===== config.mk =====
export PLATFORM = sky130hd
export DESIGN_NAME = bus_arbiter3
export DESIGN_NICKNAME = d
export VERILOG_FILES = /design/src/rtl/simplebus_pkg.sv /design/src/rtl/rr_pick3.sv /design/src/rtl/bus_arbiter3.sv
export SDC_FILE = /design/constraint.sdc
export NUM_CORES = 1
export LEC_CHECK = 0
export CORE_MARGIN = 2
export CORE_UTILIZATION = 25
export CTS_BUF_LIST = sky130_fd_sc_hd__clkbuf_16
export CTS_CLUSTER_SIZE = 16
export DETAILED_ROUTE_END_ITERATION = 8
export PLACE_DENSITY = 0.41
export SETUP_SLACK_MARGIN = 0.4
export SLEW_MARGIN = 20
export SYNTH_ARGS = -nofsm -noshare
export SYNTH_HDL_FRONTEND = slang
export SYNTH_SLANG_ARGS = --single-unit

===== constraint.sdc =====
create_clock -name clk -period 5.3 [get_ports clk]
set_input_delay 1.06 -clock clk [delete_from_list [all_inputs] [get_ports clk]]
set_output_delay 1.06 -clock clk [all_outputs]
set_load 0.05 [all_outputs]

===== src/rtl/simplebus_pkg.sv =====
// Shared definitions for the simple bus: arbiter states, master indices,
// idle select code and index/one-hot conversion.
package simplebus_pkg;

    typedef enum logic {
        IDLE = 1'b0,
        OWN  = 1'b1
    } state_t;

    localparam int         NUM_MASTERS = 3;
    localparam logic [1:0] M0          = 2'd0;
    localparam logic [1:0] M1          = 2'd1;
    localparam logic [1:0] M2          = 2'd2;
    localparam logic [1:0] SEL_IDLE    = 2'b11;

    // Maps a mux select code to the matching grant bit; idle code gives no grant.
    function automatic logic [NUM_MASTERS-1:0] idx_to_onehot(input logic [1:0] idx);
        logic [NUM_MASTERS-1:0] oh;
        case (idx)
            M0:      oh = 3'b001;
            M1:      oh = 3'b010;
            M2:      oh = 3'b100;
            default: oh = 3'b000;
        endcase
        return oh;
    endfunction

endpackage


===== src/rtl/rr_pick3.sv =====
// Combinational round-robin picker for three masters: first set bit of mask
// searching last+1, last+2, last (mod 3).
module rr_pick3
    import simplebus_pkg::*;
(
    input  logic [NUM_MASTERS-1:0] mask,
    input  logic [1:0]             last,
    output logic [1:0]             idx,
    output logic                   valid
);

    logic [1:0] first_s;
    logic [1:0] second_s;
    logic [1:0] third_s;

    // Search order rotated so the most recent owner is tried last.
    always_comb begin
        first_s  = M0;
        second_s = M1;
        third_s  = M2;
        case (last)
            M0: begin
                first_s  = M1;
                second_s = M2;
                third_s  = M0;
            end
            M1: begin
                first_s  = M2;
                second_s = M0;
                third_s  = M1;
            end
            default: begin
                first_s  = M0;
                second_s = M1;
                third_s  = M2;
            end
        endcase
    end

    // Take the first candidate present in the mask.
    always_comb begin
        idx   = SEL_IDLE;
        valid = 1'b0;
        if (mask[first_s]) begin
            idx   = first_s;
            valid = 1'b1;
        end else if (mask[second_s]) begin
            idx   = second_s;
            valid = 1'b1;
        end else if (mask[third_s]) begin
            idx   = third_s;
            valid = 1'b1;
        end else begin
            idx   = SEL_IDLE;
            valid = 1'b0;
        end
    end

endmodule


===== src/rtl/bus_arbiter3.sv =====
// Round-robin arbiter for three bus masters with a hold limit that forces
// re-arbitration under contention; drives the mux select and one-hot grant.
module bus_arbiter3
    import simplebus_pkg::*;
#(
    parameter int MAX_HOLD = 16,
    parameter int HOLD_W   = 5
) (
    input  logic                   clk,
    input  logic                   rst,
    input  logic [NUM_MASTERS-1:0] req,
    output logic [NUM_MASTERS-1:0] grant,
    output logic [1:0]             sel,
    output logic                   busy
);

    localparam logic [HOLD_W-1:0] HOLD_LAST = HOLD_W'(MAX_HOLD - 1);

    state_t                 state_r;
    logic [1:0]             sel_r;
    logic [NUM_MASTERS-1:0] grant_r;
    logic                   busy_r;
    logic [HOLD_W-1:0]      hold_cnt_r;
    logic [1:0]             last_r;

    logic [NUM_MASTERS-1:0] owner_bit_s;
    logic                   owner_req_s;
    logic                   others_s;
    logic                   force_s;
    logic [NUM_MASTERS-1:0] mask_s;
    logic [1:0]             pick_idx_s;
    logic                   pick_valid_s;

    // Owner status and the candidate mask: the owner is excluded only on a forced release.
    always_comb begin
        owner_bit_s = 3'b000;
        owner_req_s = 1'b0;
        others_s    = 1'b0;
        force_s     = 1'b0;
        mask_s      = req;
        if (state_r == OWN) begin
            owner_bit_s = idx_to_onehot(sel_r);
            owner_req_s = |(req & owner_bit_s);
            others_s    = |(req & ~owner_bit_s);
            force_s     = owner_req_s && others_s && (hold_cnt_r == HOLD_LAST);
        end else begin
            owner_bit_s = 3'b000;
        end
        if (force_s) begin
            mask_s = req & ~owner_bit_s;
        end else begin
            mask_s = req;
        end
    end

    rr_pick3 u_pick (
        .mask  (mask_s),
        .last  (last_r),
        .idx   (pick_idx_s),
        .valid (pick_valid_s)
    );

    // Arbitration FSM with hold counter, last-owner pointer and registered outputs.
    always_ff @(posedge clk or posedge rst) begin
        if (rst) begin
            state_r    <= IDLE;
            sel_r      <= SEL_IDLE;
            grant_r    <= 3'b000;
            busy_r     <= 1'b0;
            hold_cnt_r <= '0;
            last_r     <= M2;
        end else begin
            case (state_r)
                IDLE: begin
                    hold_cnt_r <= '0;
                    if (pick_valid_s) begin
                        state_r <= OWN;
                        sel_r   <= pick_idx_s;
                        grant_r <= idx_to_onehot(pick_idx_s);
                        busy_r  <= 1'b1;
                        last_r  <= pick_idx_s;
                    end else begin
                        state_r <= IDLE;
                        sel_r   <= SEL_IDLE;
                        grant_r <= 3'b000;
                        busy_r  <= 1'b0;
                    end
                end
                OWN: begin
                    if (!owner_req_s || force_s) begin
                        hold_cnt_r <= '0;
                        if (pick_valid_s) begin
                            state_r <= OWN;
                            sel_r   <= pick_idx_s;
                            grant_r <= idx_to_onehot(pick_idx_s);
                            busy_r  <= 1'b1;
                            last_r  <= pick_idx_s;
                        end else begin
                            state_r <= IDLE;
                            sel_r   <= SEL_IDLE;
                            grant_r <= 3'b000;
                            busy_r  <= 1'b0;
                        end
                    end else if (hold_cnt_r != HOLD_LAST) begin
                        hold_cnt_r <= hold_cnt_r + HOLD_W'(1);
                    end else begin
                        // Sole requester at the limit keeps the bus with the counter saturated.
                        hold_cnt_r <= hold_cnt_r;
                    end
                end
                default: begin
                    state_r    <= IDLE;
                    sel_r      <= SEL_IDLE;
                    grant_r    <= 3'b000;
                    busy_r     <= 1'b0;
                    hold_cnt_r <= '0;
                end
            endcase
        end
    end

    assign grant = grant_r;
    assign sel   = sel_r;
    assign busy  = busy_r;

endmodule


Yosys cells after proc, flatten, opt, wreduce, memory -nomap -nowiden
Index checks and enable logic that the tools add are counted.

storage, ports and cells
  bits of input ports = 5
  bits in registers = 14

operators by class
  bitwise operators = 6
  $lt $le $gt $ge = 3
  reductions and logical operators = 9
  multiplexer cells = 39
  add/subtract/negate cells = 1
  equality and inequality tests = 9

operator list
  operator                                             count
  one-hot mux 2 bit (2 select lines)                   5
  one-hot mux 3 bit (3 select lines)                   2
  2-to-1 mux 3 bit                                     5
  2-to-1 mux 2 bit                                     7
  2-to-1 mux 1 bit                                     11
  2-to-1 mux 5 bit                                     2
  one-hot mux 5 bit (2 select lines)                   1
  AND 3 bit                                            3
  < comparator 2 x 3 -> 1 bit (second input constant)  3
  binary-select mux 1 bit (select 2 bit)               3
  == test 2 x 1 -> 1 bit (second input constant)       3
  zero test 2 bit                                      3
  inverter 3 bit                                       2
  one-hot mux 3 bit (2 select lines)                   1
  OR reduction 3 bit                                   2
  adder 5 x 1 -> 5 bit (second input constant)         1
  == test 5 x 4 -> 1 bit (second input constant)       1
  != test 5 x 4 -> 1 bit (second input constant)       1
  == test 2 bit (second input constant)                2
  one-hot mux 1 bit (2 select lines)                   2
  != test 3 x 1 -> 1 bit (second input constant)       1
  logical AND 1 bit                                    2
  != test 2 x 1 -> 1 bit (second input constant)       1
  zero test 1 bit                                      1
  other kinds (2)                                      2

Depth between registers and ports, before layout
  depth after elaboration = 20
  mapped depth = 8

Hierarchy
From an unflattened synthesis, not the netlist that was laid out.

unflattened totals
  cells, all modules = 77
  area, all modules = 823.3 µm²

by module, submodules not included
  module        times used  cells an instance  area each (µm²)
  bus_arbiter3  1           71                 779.5
  rr_pick3      1           6                  43.8

Worst setup path before layout
Ideal clock, no wire load.

  kind = input -> register
  start point = in req[2]
  end point = reg sel_r[0] (netlist: sel[0])
  stages on the path = 5
  data arrival time = 2320 ps
  required time = 5215 ps
  path buffers = 1
  path slack = 2895 ps
  cells stage by stage = buf_6 > or4b_4 > o2111ai_4 > nand3_4 > mux2_1

on the way
  longest elaborated chain between the ends = 14

RTL lines
  element                                               line                                    source
  start, declared                                       bus_arbiter3.sv:11                      input logic [NUM_MASTERS-1:0] req,
  AND 3 bit, on equally long branches                   bus_arbiter3.sv:43, bus_arbiter3.sv:44
  OR reduction 3 bit, on equally long branches          bus_arbiter3.sv:43, bus_arbiter3.sv:44
  logical AND 1 bit (2 in series)                       bus_arbiter3.sv:45                      force_s = owner_req_s && others_s && (hold_cnt_r == HOLD_LAST);
  2-to-1 mux 1 bit                                      bus_arbiter3.sv:41                      if (state_r == OWN) begin
  2-to-1 mux 3 bit                                      bus_arbiter3.sv:49                      if (force_s) begin
  binary-select mux 1 bit (select 2 bit)                rr_pick3.sv:50                          end else if (mask[third_s]) begin
  2-to-1 mux 1 bit (not written as such)                rr_pick3.sv:50
  2-to-1 mux 2 bit or 2-to-1 mux 1 bit (tied branches)  rr_pick3.sv:50
  2-to-1 mux 2 bit or 2-to-1 mux 1 bit (tied branches)  rr_pick3.sv:47                          end else if (mask[second_s]) begin
  2-to-1 mux 2 bit or 2-to-1 mux 1 bit (tied branches)  rr_pick3.sv:44                          if (mask[first_s]) begin
  2-to-1 mux 2 bit                                      bus_arbiter3.sv:76, bus_arbiter3.sv:92
  2-to-1 mux 2 bit                                      bus_arbiter3.sv:90                      if (!owner_req_s || force_s) begin
  one-hot mux 2 bit (2 select lines)                    bus_arbiter3.sv:73                      case (state_r)
  end signal, assigned                                  bus_arbiter3.sv:78                      sel_r <= pick_idx_s;
  end signal, assigned                                  bus_arbiter3.sv:94                      sel_r <= pick_idx_s;
  end, declared                                         bus_arbiter3.sv:20                      logic [1:0] sel_r;

Parallel ways exist; a longest one is shown, timed or not. The select of a mux whose other input is x is not followed.
A chain may end at the register's enable or synchronous reset.

Worst setup path after layout
  start point = in req[2]
  end point = reg sel_r[1] (netlist: sel[1])

Same word-level chain as after synthesis.

==> flow_results.org <==
** Layout
- Post-synthesis to final-layout area growth :: 24.3%
- Multi-input logic area :: 470 µm²
- Fill cell total of the finished layout :: 363
- Register area :: 354 µm²
- After the last flow step, the layout net total stands at 96.
- The number of antenna diodes in the final layout is 0.
- Non-filler instance count after layout :: 134
- The post-route netlist has 20.5% of its cells at a drive strength greater than 1.

** Clock tree
- The number of clock buffers added by TritonCTS is 3.
- For this design, the sink count on the clock tree is 14.
- At the later pin of the worst-skew pair, clock insertion delay measures 0.24 ns.
- Root buffer cell :: sky130_fd_sc_hd__clkbuf_16
- Post-CTS Hold Buffers :: 0
- H-tree level count :: 1
- Maximum buffer depth of the clock tree :: 2
- Post-CTS Setup Bufs :: 0
- The number of gates resized after CTS was 0.
- TritonCTS built the clock tree.
- Clock-pin slew was measured on the worst setup and hold paths at 0.04 ns.

** Timing
- Number of slew-limit violations in the final report :: 0
- The worst path needs 2.79 ns of the cycle, external delays included.
- Timing would allow up to 0.359 GHz.
- Normalized max-slew margin :: 63.9%
- TNS Setup :: 0 ns
- Slew @ Worst Pin :: 0.542 ns
- Count of final setup violators :: 0
- Setup repair after global routing left no endpoint under its margin.
- Clock skew on the completed layout was measured at 0.00290 ns.
- In the finished design, the share of the clock period the worst path needs comes to 52.6%.
- Hold violation count in the final report :: 0

** Setup path
- The number of buffers and inverters on the critical path is 2.
- Element type at the critical path start :: input port
- Worst Setup Path Type :: input port to flip-flop
- Worst reg2reg path depth :: 7
- Data arrival time of the critical path :: 2.95 ns
- Required time of the critical path :: 5.46 ns
- The slowest stage of the critical path belongs to the cell sky130_fd_sc_hd__clkdlybuf4s50_1.
- The largest single stage delay on the critical path is 0.57 ns.
- Along the worst path, the maximum fanout reaches 10.
- CP Depth :: 6
- The kind of cell with the highest combined delay along the critical path is buffers and inverters.
- CP cell instances :: clkdlybuf4s50_1 > nor3_1 > inv_1 > o2111ai_4 > nand3_4 > mux2_1
- The worst setup path is captured at a flip-flop.

** Routing
- For this run, design rule violations remaining after detail routing come to 0.
- Number of iterations in the first detailed-routing pass :: 4
- In the routed layout, each cell is associated on average with a via count of 4.74.
- Total number of vias :: 635
- Average wire per cell in the routed design :: 14.3 µm
- Detailed router's first-iteration violation count :: 31
- After detailed routing, the total wire length is 1.92 mm.
- Residual antenna-violating net count after detailed routing :: 0

** Synthesis
- Synthesis produced 78 cells.
- Yosys printed 0 warnings.
- The cell area that synthesis handed to floorplanning was 866 µm².
- Among all cell types in the netlist, the one instantiated most often is sky130_fd_sc_hd__dfrtp_1.
- The number of nets in the synthesized netlist is 85.
- Yosys mapped the design onto 45 distinct sky130hd cell types.
- Cell type with the largest total area after synthesis :: sky130_fd_sc_hd__dfrtp_1
- Sequential-to-total area share from yosys stat :: 40.9%
- After synthesis the netlist holds a flip-flop and latch count of 14.
- Area share of the leading cell type in the synthesized netlist :: 31.8%
- Share of async-settable or async-resettable flops after synthesis :: 100%
- List of most frequent post-synthesis cells :: 11 x sky130_fd_sc_hd__dfrtp_1, 5 x sky130_fd_sc_hd__nor2_1, 4 x sky130_fd_sc_hd__inv_1
- Leading cell types by total area after synthesis :: sky130_fd_sc_hd__dfrtp_1 32%, sky130_fd_sc_hd__dfstp_2 9.1%, sky130_fd_sc_hd__mux2_1 3.9%, sky130_fd_sc_hd__o2111ai_4 3.0%, sky130_fd_sc_hd__ha_1 2.9%
- The average instance in the mapped netlist occupies 11.1 µm².
- Post-synth EDFFs :: 0
- Main flop type after synthesis :: sky130_fd_sc_hd__dfrtp_1

** Die
- For this design the top-level I/O count stands at 11.
- The core region is 0.00334 mm².
- The floorplan step set the die width to 62.9 µm.
- Once the floorplan was initialized, standard cells occupied 25.9% of the core.
- Chip Height :: 62.9 µm
- The die covers 0.00395 mm².
- Floorplan row count :: 21

** Run
- Max-cap violations in this run came to 0.

** Hold path
- Counting instances, the worst hold path has a depth of 1.
- Hold crit path type :: flip-flop to flip-flop

** Power
- Static leakage :: 0.421 nW
- Max rail drop VDD :: 197 µV
- Pwr dens :: 548 mW/mm²

** Place
- Routability-driven placement finished with a final weighted congestion of 0.718.
- After detailed placement, the design holds a cell count of 130.
- After legalization and detailed placement, the total HPWL measured 1.35 mm.
- The count of buffers added on input and output ports is 10.

** Global route
- The number of antenna violations at the first check in global routing came to 0.
- GRT overflow :: 0
- The first global-routing pass estimated 3.31 mm of wire.
- Largest net degree at the start of global routing :: 15
- Global-route usage over all layers :: 10.6%
- The via count of the first global-routing pass came to 634.

** Outcome
- Run status :: completed
[cell type report]
cell class                 instances  area share, %
multi-input combinational         56           43.7
sequential                        14           32.9
timing repair buffer              10           9.30
clock buffer                       3           6.98
tap                               46           5.35
inverter                           4           1.40
clock inverter                     1          0.349
[path summary, 6_finish.rpt]
kind | from | endpoint | slack (ns)
worst max-delay path | req[2] | sel[1] | 2.51
worst min-delay path | last_r[0] | last_r[0] | 0.50
worst max register to register | hold_cnt_r[0] | sel[0] | 2.79
worst min register to register | last_r[0] | last_r[0] | 0.50
max in group asynchronous | rst | last_r[1] | 3.76
min in group asynchronous | rst | busy | 1.17
[routing by layer]
layer	GRT usage [%]	routed length, µm	vias up
met4	6.11	27	0
met5	0	0	-
li1	-	-	316
met1	16.6	1040	309
met3	1.62	46	2
met2	13.3	808	8
[metrics by stage]
stage	utilization [%]	total power [mW]	hold slack [ns]	worst slack (ns)	instance area (µm²)
final	32.2	0.590	0.495	2.51	1080
after global routing	32.2	0.627	0.526	2.32	1080
after CTS	32.2	0.596	0.498	2.49	1080
after detailed placement	29.9	0.449	0.488	2.22	997
after global placement	29.9	0.453	0.484	2.23	997
after floorplan	-	0.380	0.452	2.90	866
[cells in the final DEF (no fill, tap or decap), types with 2 or more instances in the layout]
| cell | n |
|---|---|
| sky130_fd_sc_hd__clkbuf_16 | 3 |
| sky130_fd_sc_hd__nor2b_1 | 2 |
| sky130_fd_sc_hd__clkdlybuf4s50_1 | 10 |
| sky130_fd_sc_hd__a21oi_1 | 2 |
| sky130_fd_sc_hd__ha_1 | 2 |
| sky130_fd_sc_hd__nand2_1 | 2 |
| sky130_fd_sc_hd__mux2_1 | 3 |
| sky130_fd_sc_hd__dfstp_2 | 3 |
| sky130_fd_sc_hd__inv_1 | 4 |
| sky130_fd_sc_hd__nor2_1 | 5 |
| sky130_fd_sc_hd__dfrtp_1 | 11 |
| sky130_fd_sc_hd__o211ai_1 | 2 |
| sky130_fd_sc_hd__xor2_1 | 2 |
| sky130_fd_sc_hd__nand4_1 | 2 |
| sky130_fd_sc_hd__o31ai_1 | 2 |
| sky130_fd_sc_hd__and3_2 | 2 |
| sky130_fd_sc_hd__nand2b_1 | 2 |
| sky130_fd_sc_hd__nand4b_1 | 2 |
[cell families (layout without fill, tap and decap cells)]
logic type	Yosys count	count (layout)	share of synthesized area [%]
compound gates	19	19	20.4
buf+inv	8	18	4.77
mux	5	5	6.36
xor+xnor	3	3	3.04
flops	14	14	40.9
fa+ha+maj	2	2	2.89
simple gates	27	27	21.7
[report_power, final]
| part | switching, mW | leakage (nW) | total, mW | internal, mW |
|---|---|---|---|---|
| Clock | 0.0421 | 0.0385 | 0.142 | 0.0996 |
| Sequential | 0.0397 | 0.169 | 0.191 | 0.151 |
| Combinational | 0.147 | 0.213 | 0.258 | 0.111 |
| Total | 0.229 | 0.421 | 0.590 | 0.362 |
[state kept, by name (all words and copies together), names as in the netlist]
| signal | cells |
|---|---|
| hold_cnt_r | 5 |
| grant | 3 |
| last_r | 2 |
| sel | 2 |
| busy | 1 |
| state_r | 1 |
Note: power is estimated with default switching activity, not from simulation.
